===== config.mk =====
export PLATFORM = sky130hd
export DESIGN_NAME = clk_count_sec_flat
export DESIGN_NICKNAME = d
export VERILOG_FILES = /design/src/rtl/clk_pkg.sv /design/src/rtl/clk_count_sec_if.sv /design/src/rtl/clk_prescaler.sv /design/src/rtl/clk_count_sec.sv /design/src/flat_wrapper.sv
export SDC_FILE = /design/constraint.sdc
export NUM_CORES = 1
export LEC_CHECK = 0
export CORE_ASPECT_RATIO = 1.25
export CORE_MARGIN = 3
export CORE_UTILIZATION = 58
export DETAILED_ROUTE_END_ITERATION = 12
export PLACE_DENSITY = 0.95
export SKIP_LAST_GASP = 1
export SYNTH_ARGS = -nofsm -noshare
export SYNTH_HDL_FRONTEND = slang
export SYNTH_SLANG_ARGS = --single-unit

===== constraint.sdc =====
create_clock -name CLK -period 2.9 [get_ports CLK]
set_input_delay 0.58 -clock CLK [delete_from_list [all_inputs] [get_ports CLK]]
set_output_delay 0.58 -clock CLK [all_outputs]
set_load 0.05 [all_outputs]

===== src/rtl/clk_pkg.sv =====
`default_nettype none
// ============================================================================
// Module   : clk_pkg
// Brief    : Shared field type, range limits and a seconds-saturation helper
//            for the seconds, minutes and hours stages of the digital clock.
// Revision : 1.0 - initial release
// ============================================================================
package clk_pkg;

    typedef logic [7:0] time_field_t;

    localparam time_field_t SEC_MAX = 8'd59;
    localparam time_field_t MIN_MAX = 8'd59;
    localparam time_field_t HR_MAX  = 8'd23;

    // A preset above the field range is clamped to the top value.
    function automatic time_field_t sat_sec(input time_field_t v);
        return (v > SEC_MAX) ? SEC_MAX : v;
    endfunction

endpackage
`default_nettype wire


===== src/rtl/clk_count_sec_if.sv =====
`default_nettype none
// ============================================================================
// Module   : clk_count_sec_if
// Brief    : Control and status bundle of the seconds stage. The blink status
//            line exists only when CLK_SEC_BLINK_EN is defined.
// Revision : 1.0 - initial release
// ============================================================================
interface clk_count_sec_if;
    import clk_pkg::*;

    logic        rst_counters;
    logic        run;
    logic        set_sec_valid;
    time_field_t set_sec_val;
    logic        tick_sec;
    logic        count_up_min;
    time_field_t secs;
`ifdef CLK_SEC_BLINK_EN
    logic        blink;
`endif

    modport master (
        output rst_counters, run, set_sec_valid, set_sec_val,
`ifdef CLK_SEC_BLINK_EN
        input  blink,
`endif
        input  tick_sec, count_up_min, secs
    );

    modport slave (
        input  rst_counters, run, set_sec_valid, set_sec_val,
`ifdef CLK_SEC_BLINK_EN
        output blink,
`endif
        output tick_sec, count_up_min, secs
    );

endinterface
`default_nettype wire


===== src/rtl/clk_prescaler.sv =====
`default_nettype none
// ============================================================================
// Module   : clk_prescaler
// Brief    : Modulo-DIV cycle counter that holds while en=0 and emits a
//            one-cycle tick on its last count.
// Revision : 1.0 - initial release
// ============================================================================
module clk_prescaler #(
    parameter int DIV = 8
) (
    input  wire logic                   CLK,
    input  wire logic                   rst,
    input  wire logic                   clr,
    input  wire logic                   en,
    output logic                        tick,
    output logic [$clog2(DIV)-1:0]      pre
);

    localparam int                 c_pre_w = $clog2(DIV);
    localparam logic [c_pre_w-1:0] c_last  = c_pre_w'(DIV - 1);

    logic [c_pre_w-1:0] r_pre;

    always_ff @(posedge CLK) begin
        if (rst || clr) begin
            r_pre <= '0;
        end else if (en) begin
            r_pre <= (r_pre == c_last) ? '0 : r_pre + 1'b1;
        end
    end

    // A clear in the terminal cycle swallows that tick rather than deferring it.
    assign tick = en & ~rst & ~clr & (r_pre == c_last);
    assign pre  = r_pre;

endmodule
`default_nettype wire


===== src/rtl/clk_count_sec.sv =====
`default_nettype none
// ============================================================================
// Module   : clk_count_sec
// Brief    : Seconds stage: divides CLK to the seconds tick, counts 0..59 and
//            pulses count_up_min on the wrap. Optional colon-LED blink output
//            under macro CLK_SEC_BLINK_EN.
// Revision : 1.0 - initial release
// ============================================================================
module clk_count_sec
    import clk_pkg::*;
#(
    parameter int CLK_FREQ_HZ = 50_000_000,
    parameter int TICK_HZ     = 1
) (
    input  wire logic       CLK,
    input  wire logic       rst,
    clk_count_sec_if.slave  bus
);

    localparam int c_div   = CLK_FREQ_HZ / TICK_HZ;
    localparam int c_pre_w = $clog2(c_div);

    logic               w_clr;
    logic               w_tick;
    logic [c_pre_w-1:0] w_pre;
    time_field_t        r_secs;

    assign w_clr = bus.rst_counters | bus.set_sec_valid;

    clk_prescaler #(
        .DIV (c_div)
    ) u_prescaler (
        .CLK  (CLK),
        .rst  (rst),
        .clr  (w_clr),
        .en   (bus.run),
        .tick (w_tick),
        .pre  (w_pre)
    );

    always_ff @(posedge CLK) begin
        if (rst || bus.rst_counters) begin
            r_secs <= '0;
        end else if (bus.set_sec_valid) begin
            r_secs <= sat_sec(bus.set_sec_val);
        end else if (w_tick) begin
            r_secs <= (r_secs == SEC_MAX) ? '0 : r_secs + 8'd1;
        end
    end

    // The minutes stage samples count_up_min on the same edge that secs wraps.
    assign bus.tick_sec     = w_tick;
    assign bus.count_up_min = w_tick & (r_secs == SEC_MAX);
    assign bus.secs         = r_secs;

`ifdef CLK_SEC_BLINK_EN
    localparam logic [c_pre_w-1:0] c_half = c_pre_w'(c_div / 2);

    assign bus.blink = bus.run & ~rst & ~w_clr & (w_pre < c_half);
`else
    logic w_unused_pre;
    assign w_unused_pre = ^w_pre;
`endif

endmodule
`default_nettype wire


===== src/flat_wrapper.sv =====
// flat-port wrapper written by rule: the top's interface ports become plain ports
module clk_count_sec_flat import clk_pkg::*;
#(
    parameter int CLK_FREQ_HZ = 50_000_000,
    parameter int TICK_HZ     = 1
)
  (CLK, rst, bus_rst_counters, bus_run, bus_set_sec_valid, bus_set_sec_val, bus_tick_sec, bus_count_up_min, bus_secs);
  clk_count_sec_if bus_i ();
  input  wire logic CLK;
  input  wire logic rst;
  input wire logic [$bits(bus_i.rst_counters)-1:0] bus_rst_counters;
  input wire logic [$bits(bus_i.run)-1:0] bus_run;
  input wire logic [$bits(bus_i.set_sec_valid)-1:0] bus_set_sec_valid;
  input wire logic [$bits(bus_i.set_sec_val)-1:0] bus_set_sec_val;
  output wire logic [$bits(bus_i.tick_sec)-1:0] bus_tick_sec;
  output wire logic [$bits(bus_i.count_up_min)-1:0] bus_count_up_min;
  output wire logic [$bits(bus_i.secs)-1:0] bus_secs;
  assign bus_i.rst_counters = bus_rst_counters;
  assign bus_i.run = bus_run;
  assign bus_i.set_sec_valid = bus_set_sec_valid;
  assign bus_i.set_sec_val = bus_set_sec_val;
  assign bus_tick_sec = bus_i.tick_sec;
  assign bus_count_up_min = bus_i.count_up_min;
  assign bus_secs = bus_i.secs;
  clk_count_sec #(.CLK_FREQ_HZ(CLK_FREQ_HZ), .TICK_HZ(TICK_HZ)) u_core (.CLK(CLK), .rst(rst), .bus(bus_i));
endmodule

==> impl_metrics.tcl, run 1 <==
set metrics [dict create \
    final_slew_violations 0 \
    via_count_of_the_first_global_routing_pass 1372 \
    num_antenna_cells 0 \
    design.final.nets 245 \
    dieHeight_um 65.9 \
    worst_path_largest_cell_delay_ns 0.49 \
    ir_worst_vdd_v 0.000384 \
    hold_path_class "reg2reg" \
    outcome "finished clean" \
    yosysTopAreaCell "dfxtp_1" \
    clock_period_minus_worst_slack_ns 2.73 \
    remaining_drc_errors 0 \
    drtPass1Iterations 5 \
    number_of_maximum_capacitance_violations 0 \
    synth_top_cells_by_area "dfxtp_1, xor2_1, nor2_1, xnor2_1, nand4_1" \
    synth_nets 214 \
    most_frequent_cells_in_the_layout "nor2_1, dfxtp_1, clkdlybuf4s50_1" \
    timing.setup.critical_path_class "in2out" \
    ys.warnings.count 0 \
    design_area_um2 2050 \
    fin_crit_sh_pct 94.3 \
    htreeDepth 2 \
    final_hold_viol_count 0 \
    grt_start_max_net_pins 25 \
    timing.final.setup_violations 0 \
    place_area_um2 1980 \
    achievable-frequency_mhz 366 \
    tritoncts_num_sinks 34 \
    grt_remaining_overflow 0 \
    first_iter_violations 43 \
    wirelength_mm 3.62 \
    row_count 21 \
    timing.critical_path.to_type "output pin" \
    io_pins 23 \
    routed_via_density 5.78 \
    crit_path_start "bus_run" \
    initial_core_util_pct 61.6 \
    grt_usage_pct 23.2 \
    post_synth.cell_area_avg_um2 8.37 \
    cts_buffer_depth 2 \
    rr_startpoint "u_core.u_prescaler.pre[1]" \
    ant_nets 0 \
    pwr_density_cell_nw_per_um2 402 \
    hold_slack_ns 0.529 \
    syn_to_final_growth_pct 23.3 \
    clock_transition_at_the_registers_of_the_reported_paths_ns 0.11 \
    critPathTopFamily "simple AND/OR/NAND/NOR gates" \
    static-leakage-power_nw 0.704 \
    gp_congestion 0.842 \
    launch_instance_of_the_worst_min_delay_path "u_core.bus.secs[7]" \
    sequential_share_of_the_synthesized_area_pct 40.8 \
    final_layout_size_suffix_gt1_share_pct 9.96 \
    clk_root_buffer_cell "clkbuf_4" \
    worstPathRequired_ns 2.32 \
    critical_path_arrival_ns 2.15 \
    fillers 200 \
    wl_per_cell_um 13.7 \
    fp.dieW_um 53.9 \
    worstPathBufferInverterCount 2 \
    place_hpwl_mm 2.59 \
    antenna_found_initial 0 \
    synth.cell_area_um2 1670 \
    grt_setup_unrepaired "no" \
    cts_made_buffers 5 \
    layout.area.seq_um2 681 \
    crit_path_max_fanout 3 \
    worst_pin_slew_ns 0.518 \
    synthCells 199 \
    worst_slew_margin_rel_pct 65.4 \
    grt_first_pass_wirelength_mm 6.01 \
    synthDistinctLibCells 38 \
    total_core_area_um2 2710 \
    crit_path_cell_trace "clkdlybuf4s50_1 -> nand3_2 -> or2_0 -> or3_4 -> nor3_4 -> buf_12" \
    setup_tns_ns 0 \
    crit_path_start_kind "input pin" \
    multiInputGateArea_um2 952 \
    detailroute.via_count 1531 \
    port_buffers 22 \
    critical_path.slowest_cell "clkdlybuf4s50_1" \
    design.die.area_um2 3560 \
    netlist.area_leader.share_pct 40.8 \
    clock_insertion_delay_worst_skew_ns 0.34 \
    mostFrequentLayoutCell "nor2_1" \
    post-layout-total-power_uw 826 \
    skew_ns 0.0151 \
    ys_ff_latch 34 \
    clock_tree_from_tritoncts "built" \
]
power by group:
part | internal [mW] | total, mW | switching, mW
sequential | 0.471 | 0.476 | 0.00524
combinational | 0.0315 | 0.0672 | 0.0356
clock | 0.116 | 0.283 | 0.166
path summary, 6_finish.rpt:
check	endpoint	slack [ns]	depth (start not counted)
min	u_core.bus.secs[7]	0.53	2
min reg2reg	u_core.bus.secs[7]	0.53	2
max reg2reg	u_core.bus.secs[6]	0.76	7
max	bus_count_up_min	0.17	6
synth_stat cells:
| library cell | n |
|---|---|
| a21boi_0 | 1 |
| a21oi_1 | 3 |
| a31oi_1 | 4 |
| and2_1 | 2 |
| and2b_2 | 1 |
| and3_1 | 7 |
| and4_1 | 2 |
| buf_2 | 3 |
| buf_6 | 1 |
| clkbuf_1 | 2 |
| dfxtp_1 | 34 |
| ha_1 | 2 |
| inv_1 | 4 |
| mux2i_1 | 1 |
| nand2_1 | 15 |
| nand3_1 | 12 |
| nand3_2 | 1 |
| nand3b_1 | 1 |
| nand4_1 | 11 |
| nand4_2 | 1 |
| nor2_1 | 35 |
| nor3_1 | 4 |
| nor3b_1 | 1 |
| nor4_1 | 4 |
| nor4b_1 | 1 |
| nor4bb_1 | 1 |
| o211ai_1 | 1 |
| o21a_1 | 1 |
| o21ai_0 | 6 |
| o22ai_1 | 2 |
| o311a_1 | 1 |
| o311ai_0 | 1 |
| o41ai_1 | 1 |
| or2_0 | 1 |
| or3_1 | 3 |
| or3_2 | 1 |
| xnor2_1 | 11 |
| xor2_1 | 16 |
sequential cells by signal, indices dropped and copies added (netlist names):
signal and cells:
u_core.u_prescaler.pre 26, u_core.bus.secs 8
cells by family (layout without fill, tap and decap cells):
logic type / after synthesis / in the layout / share of synthesized area, %
compound gates: 21 / 21 / 7.96
xor+xnor: 27 / 27 / 14.2
fa+ha+maj: 2 / 2 / 1.50
buf+inv: 10 / 42 / 2.93
flops: 34 / 34 / 40.8
mux: 1 / 1 / 0.601
simple gates: 104 / 104 / 32.0
what timing repair did:
item	4_1_cts	5_1_grt
pin swaps	0	1
endpoints found under the setup margin	1	2
buffers inserted	0	0
gates cloned	0	0
gates resized for setup	1	1
hold endpoints to repair	0	0
hold buffers	0	0
area by class of cell:
class	instances	area share (%)
timing repair buffer	30	14.6
multi-input combinational	155	46.3
sequential	34	33.1
clock inverter	2	0.609
clock buffer	6	2.50
tap	34	2.07
inverter	4	0.731
stage by stage:
step	util, %	setup WS (ns)	instances
after global routing	75.9	0.0964	265
after CTS	75.8	0.0202	265
final	75.9	0.166	265
after global placement	73.2	0.0402	257
after floorplan	-	0.236	199
after detailed placement	73.2	-0.000902	257
worst register-to-register path: cells and delay by family, from the launching register on:
family | cells | cell delay, ns
compound gates | 1 | 0.14
buf+inv | 1 | 0.17
simple gates | 4 | 1.18
flops | 1 | 0.37
fa+ha+maj | 1 | 0.21
layer usage:
metal / GRT usage (%) / wire [um] / vias to the layer above
met5: 0 / 0 / -
met4: 8.95 / 55 / 0
met3: 6.09 / 97 / 7
met2: 40.0 / 1910 / 23
met1: 26.4 / 1560 / 739
li1: - / - / 762
Note: power is estimated with default switching activity, not from simulation.
==> inputs of run 2 (changes only) <==
--- a/config.mk
+++ b/config.mk
@@ -5,10 +5,12 @@
 export SDC_FILE = /design/constraint.sdc
 export NUM_CORES = 1
 export LEC_CHECK = 0
+export CAP_MARGIN = 20
 export CORE_ASPECT_RATIO = 1.25
 export CORE_MARGIN = 3
 export CORE_UTILIZATION = 58
 export DETAILED_ROUTE_END_ITERATION = 12
+export GPL_TIMING_DRIVEN = 0
 export PLACE_DENSITY = 0.95
 export SKIP_LAST_GASP = 1
 export SYNTH_ARGS = -nofsm -noshare
==> impl_metrics.tcl, run 2 (same netlist as run 1, synthesis figures left out) <==
set metrics [dict create \
    fp.dieW_um 53.9 \
    worst-r2r-cell-count 8 \
    worst_pin_slew_ns 0.896 \
    grt_usage_pct 22.9 \
    mostFrequentLayoutCell "nor2_1" \
    clock_tree_from_tritoncts "built" \
    grt_start_max_net_pins 11 \
    place_hpwl_mm 2.59 \
    cts_hold_repair.buffers 0 \
    dieHeight_um 65.9 \
    crit_path_cell_trace "clkdlybuf4s50_1 -> nor2_1 -> nand2_1 -> nor3_4 -> buf_6" \
    timing.final.setup_violations 0 \
    number_of_maximum_capacitance_violations 0 \
    clk_root_buffer_cell "clkbuf_4" \
    timing.setup.critical_path_class "in2out" \
    ir_worst_vdd_v 0.000318 \
    total_core_area_um2 2710 \
    clock_insertion_delay_worst_skew_ns 0.34 \
    worst-path-stages 5 \
    post-layout-total-power_uw 817 \
    design.die.area_um2 3560 \
    outcome "finished clean" \
    syn_to_final_growth_pct 20.2 \
    wirelength_mm 3.52 \
    worst_slew_margin_rel_pct 39.7 \
    final_hold_viol_count 0 \
    place_worst_setup_slack_ns -0.802 \
    row_count 21 \
    clock_transition_at_the_registers_of_the_reported_paths_ns 0.10 \
    critical_path_arrival_ns 2.18 \
    setup_tns_ns 0 \
    ant_nets 0 \
    clock_period_minus_worst_slack_ns 2.76 \
    via_count_of_the_first_global_routing_pass 1473 \
    grt_first_pass_wirelength_mm 6.00 \
    crit_path_max_fanout 9 \
    drtPass1Iterations 4 \
    final_ws_setup_ns 0.144 \
    design_area_um2 2000 \
    cts_made_buffers 5 \
    hold_slack_ns 0.510 \
    worstPathBufferInverterCount 2 \
    skew_ns 0.00953 \
    gp_congestion 0.836 \
    reg2reg_slack_ns 0.86 \
    io_pins 23 \
    worst_path_largest_cell_delay_ns 0.43 \
    postCtsResizedCells 12 \
    critical_path.slowest_cell "nor2_1" \
    most_frequent_cells_in_the_layout "nor2_1, dfxtp_1, clkdlybuf4s50_1" \
    crit_path_start_kind "input pin" \
    hold_path_class "reg2reg" \
    first_iter_violations 59 \
    fin_crit_sh_pct 95.0 \
    num_antenna_cells 0 \
    timing.critical_path.to_type "output pin" \
    static-leakage-power_nw 0.677 \
    port_buffers 21 \
    cts_buffer_depth 2 \
    place_area_um2 1920 \
    critPathTopFamily "simple AND/OR/NAND/NOR gates" \
    tritoncts_num_sinks 34 \
    grt_remaining_overflow 0 \
    antenna_found_initial 0 \
    flip_flop_count_of_the_largest_register_all_copies_and_words_added 26 \
    detailroute.via_count 1508 \
    wl_per_cell_um 13.4 \
    initial_core_util_pct 61.6 \
    pwr_density_cell_nw_per_um2 408 \
    worstPathRequired_ns 2.32 \
    achievable-frequency_mhz 363 \
    final_slew_violations 0 \
    final_layout_size_suffix_gt1_share_pct 9.61 \
    design.final.nets 243 \
    hold_depth 2 \
    htreeDepth 2 \
    remaining_drc_errors 0 \
    post_cts_setup_buffers 0 \
    routed_via_density 5.73 \
]
## run 2: path summary, 6_finish.rpt
| kind | start | endpoint |
|---|---|---|
| max | rst | bus_count_up_min |
| min | u_core.bus.secs[7] | u_core.bus.secs[7] |
| max reg2reg | u_core.u_prescaler.pre[0] | u_core.u_prescaler.pre[0] |
| min reg2reg | u_core.bus.secs[7] | u_core.bus.secs[7] |
## run 2: report_power, final
group          total (mW)  switching, mW  internal, mW
Sequential          0.476        0.00533         0.471
Clock               0.279          0.162         0.117
Combinational      0.0622         0.0347        0.0275
Total               0.817          0.202         0.616
## run 2: final cells by class
class	count	area [um2]
multi-input combinational	155	955
fill	210	703
sequential	34	683
timing repair buffer	22	214
clock buffer	7	55.1
tap	34	42.5
buffer	6	33.8
inverter	4	15.0
clock inverter	1	5.00
## run 2: stage by stage
step | instances | util [%]
final | 263 | 74.0
after global routing | 263 | 74.0
after CTS | 262 | 73.0
after detailed placement | 254 | 71.1
after global placement | 254 | 71.1
after floorplan | 199 | -
## run 2: per-layer routing
layer | wire length (um) | global-route usage [%]
met1 | 1440 | 25.7
met2 | 1800 | 37.1
met3 | 173 | 7.00
met4 | 98 | 12.8
met5 | 0 | 0
## run 2: tightest hold or removal path, delay by kind of cell (launching register included)
| family | cells | cell delay (ns) |
|---|---|---|
| DFF | 1 | 0.34 |
| AOI/OAI and AO/OA | 2 | 0.13 |
==> inputs of run 3 (changes only) <==
--- a/config.mk
+++ b/config.mk
@@ -8,10 +8,11 @@
 export CAP_MARGIN = 20
 export CORE_ASPECT_RATIO = 1.25
 export CORE_MARGIN = 3
-export CORE_UTILIZATION = 58
+export CORE_UTILIZATION = 55
 export DETAILED_ROUTE_END_ITERATION = 12
 export GPL_TIMING_DRIVEN = 0
-export PLACE_DENSITY = 0.95
+export PLACE_DENSITY = 0.91
+export SETUP_SLACK_MARGIN = 0.2
 export SKIP_LAST_GASP = 1
 export SYNTH_ARGS = -nofsm -noshare
 export SYNTH_HDL_FRONTEND = slang
==> impl_metrics.tcl, run 3 (same netlist as run 1, synthesis figures left out) <==
set metrics [dict create \
    clk_root_buffer_cell "clkbuf_4" \
    grt_usage_pct 20.8 \
    fillers 222 \
    final_layout_size_suffix_gt1_share_pct 12.1 \
    static-leakage-power_nw 0.687 \
    final_hold_viol_count 0 \
    clock_transition_at_the_registers_of_the_reported_paths_ns 0.11 \
    power.net_switching_uw 200 \
    crit_path_max_fanout 7 \
    achievable-frequency_mhz 389 \
    critPathTopFamily "simple AND/OR/NAND/NOR gates" \
    crit_path_start_kind "flop" \
    proportion_of_power_drawn_by_the_clock_network_pct 33.9 \
    design.die.area_um2 3730 \
    mostFrequentLayoutCell "nor2_1" \
    layout.core_utilization_pct 73.1 \
    power.combinational.fraction_pct 7.8 \
    num_antenna_cells 0 \
    number_of_maximum_capacitance_violations 0 \
    layout.area.seq_um2 686 \
    routed_via_density 5.68 \
    grt_first_pass_wirelength_mm 6.00 \
    syn_to_final_growth_pct 22.2 \
    critical_path_arrival_ns 1.99 \
    design.final.nets 245 \
    port_buffers 21 \
    ir_worst_vdd_v 0.000365 \
    critical_path.slowest_cell "dfxtp_1" \
    p_sw_share_pct 24.5 \
    drtPass1Iterations 4 \
    total_core_area_um2 2790 \
    cts_made_buffers 5 \
    skew_ns 0.0111 \
    fp.dieW_um 55.2 \
    via_count_of_the_first_global_routing_pass 1382 \
    worst_path_largest_cell_delay_ns 0.44 \
    place_hpwl_mm 2.55 \
    worst_pin_slew_ns 1.01 \
    hold_path_class "reg2reg" \
    worst_slew_margin_rel_pct 32.1 \
    cts_buffer_depth 2 \
    remaining_drc_errors 0 \
    grt_start_max_net_pins 11 \
    tritoncts_num_sinks 34 \
    initial_core_util_pct 59.8 \
    io_pins 23 \
    flip_flop_count_of_the_largest_register_all_copies_and_words_added 26 \
    timing.final.setup_violations 0 \
    fin_crit_sh_pct 88.6 \
    grt_setup_unrepaired "no" \
    seqPwrFrac_pct 58.3 \
    multiInputGateArea_um2 972 \
    outcome "finished clean" \
    clock_period_minus_worst_slack_ns 2.57 \
    timing.setup.critical_path_class "reg2out" \
    clock_insertion_delay_worst_skew_ns 0.35 \
    final_slew_violations 0 \
    antenna_found_initial 0 \
    dieHeight_um 67.5 \
    most_frequent_cells_in_the_layout "nor2_1, dfxtp_1, clkdlybuf4s50_1" \
    p_int_uw 616 \
    htreeDepth 2 \
    crit_path_cell_trace "nand4_2 -> or2_0 -> buf_2 -> or3_4 -> nor3_4 -> buf_6" \
    design_area_um2 2040 \
    gp_congestion 0.819 \
    first_iter_violations 33 \
    pwr_density_cell_nw_per_um2 400 \
    grt_remaining_overflow 0 \
    row_count 21 \
    wl_per_cell_um 13.4 \
    post-layout-total-power_uw 815 \
    detailroute.via_count 1504 \
    worstPathBufferInverterCount 2 \
    clock_tree_from_tritoncts "built" \
    ant_nets 0 \
    worstPathRequired_ns 2.32 \
    place_area_um2 1920 \
    wirelength_mm 3.55 \
    timing.critical_path.to_type "output pin" \
]
## run 3: changes by cell type in the layout (fill, tap and decap cells not counted), moves of 2 or more
cell	before	now
clkbuf_2	0	2
nor2_2	0	2
nor2_1	35	33
buf_4	0	2
## run 3: metrics by stage
step | std cells | worst slack (ns) | setup TNS, ns | hold slack, ns
global placement | 254 | -0.776 | -1.50 | 0.494
CTS | 262 | 0.255 | 0 | 0.519
finish | 265 | 0.329 | 0 | 0.519
floorplan | 199 | 0.236 | 0 | 0.472
global route | 265 | 0.179 | 0 | 0.546
detailed placement | 254 | -0.808 | -1.56 | 0.497
## run 3: worst paths after layout
check | from | endpoint | slack [ns] | cells past startpoint
setup / recovery | u_core.u_prescaler.pre[3] | bus_count_up_min | 0.33 | 6
hold / removal | u_core.bus.secs[1] | u_core.bus.secs[1] | 0.52 | 2
setup reg to reg | u_core.u_prescaler.pre[2] | u_core.u_prescaler.pre[25] | 0.77 | 5
hold reg to reg | u_core.bus.secs[1] | u_core.bus.secs[1] | 0.52 | 2
## run 3: timing repair
action                     in CTS  in global routing
setup endpoints to repair       2                  2
resized for setup              22                  5
buffers inserted                0                  2
pin swaps                       1                  1
hold buffers                    0                  0
## run 3: routing by layer
layer	wire [um]	track usage [%]	vias up
met2	1790	37.0	23
met1	1560	23.0	708
met3	114	5.74	11
met5	0	0	-
li1	-	-	762
met4	79	10.0	0
## run 3: layout make-up
type / count / share of cell area, %
clock buffers: 7 / 2.70
flip-flops and latches: 34 / 33.7
clock inverters: 1 / 0.246
multi-input cells: 155 / 47.7
well taps: 34 / 2.09
plain buffers: 6 / 1.66
repair buffers: 24 / 11.2
inverters: 4 / 0.737
## run 3: power by group through the flow
| stage | combinational, mW | sequential [mW] | clock (mW) |
|---|---|---|---|
| 4_1_cts | 0.0622 | 0.476 | 0.286 |
| 5_1_grt | 0.0681 | 0.476 | 0.307 |
| 6_report | 0.0633 | 0.475 | 0.277 |
| 2_1_floorplan | 0.0206 | 0.498 | 0 |
| 3_5_place_dp | 0.0618 | 0.487 | 0 |
| 3_3_place_gp | 0.0605 | 0.486 | 0 |
## run 3: worst min-delay path: stages, from the launching register on
cell	delay [ns]
dfxtp_1	0.35
nand2_1	0.07
a31oi_1	0.07
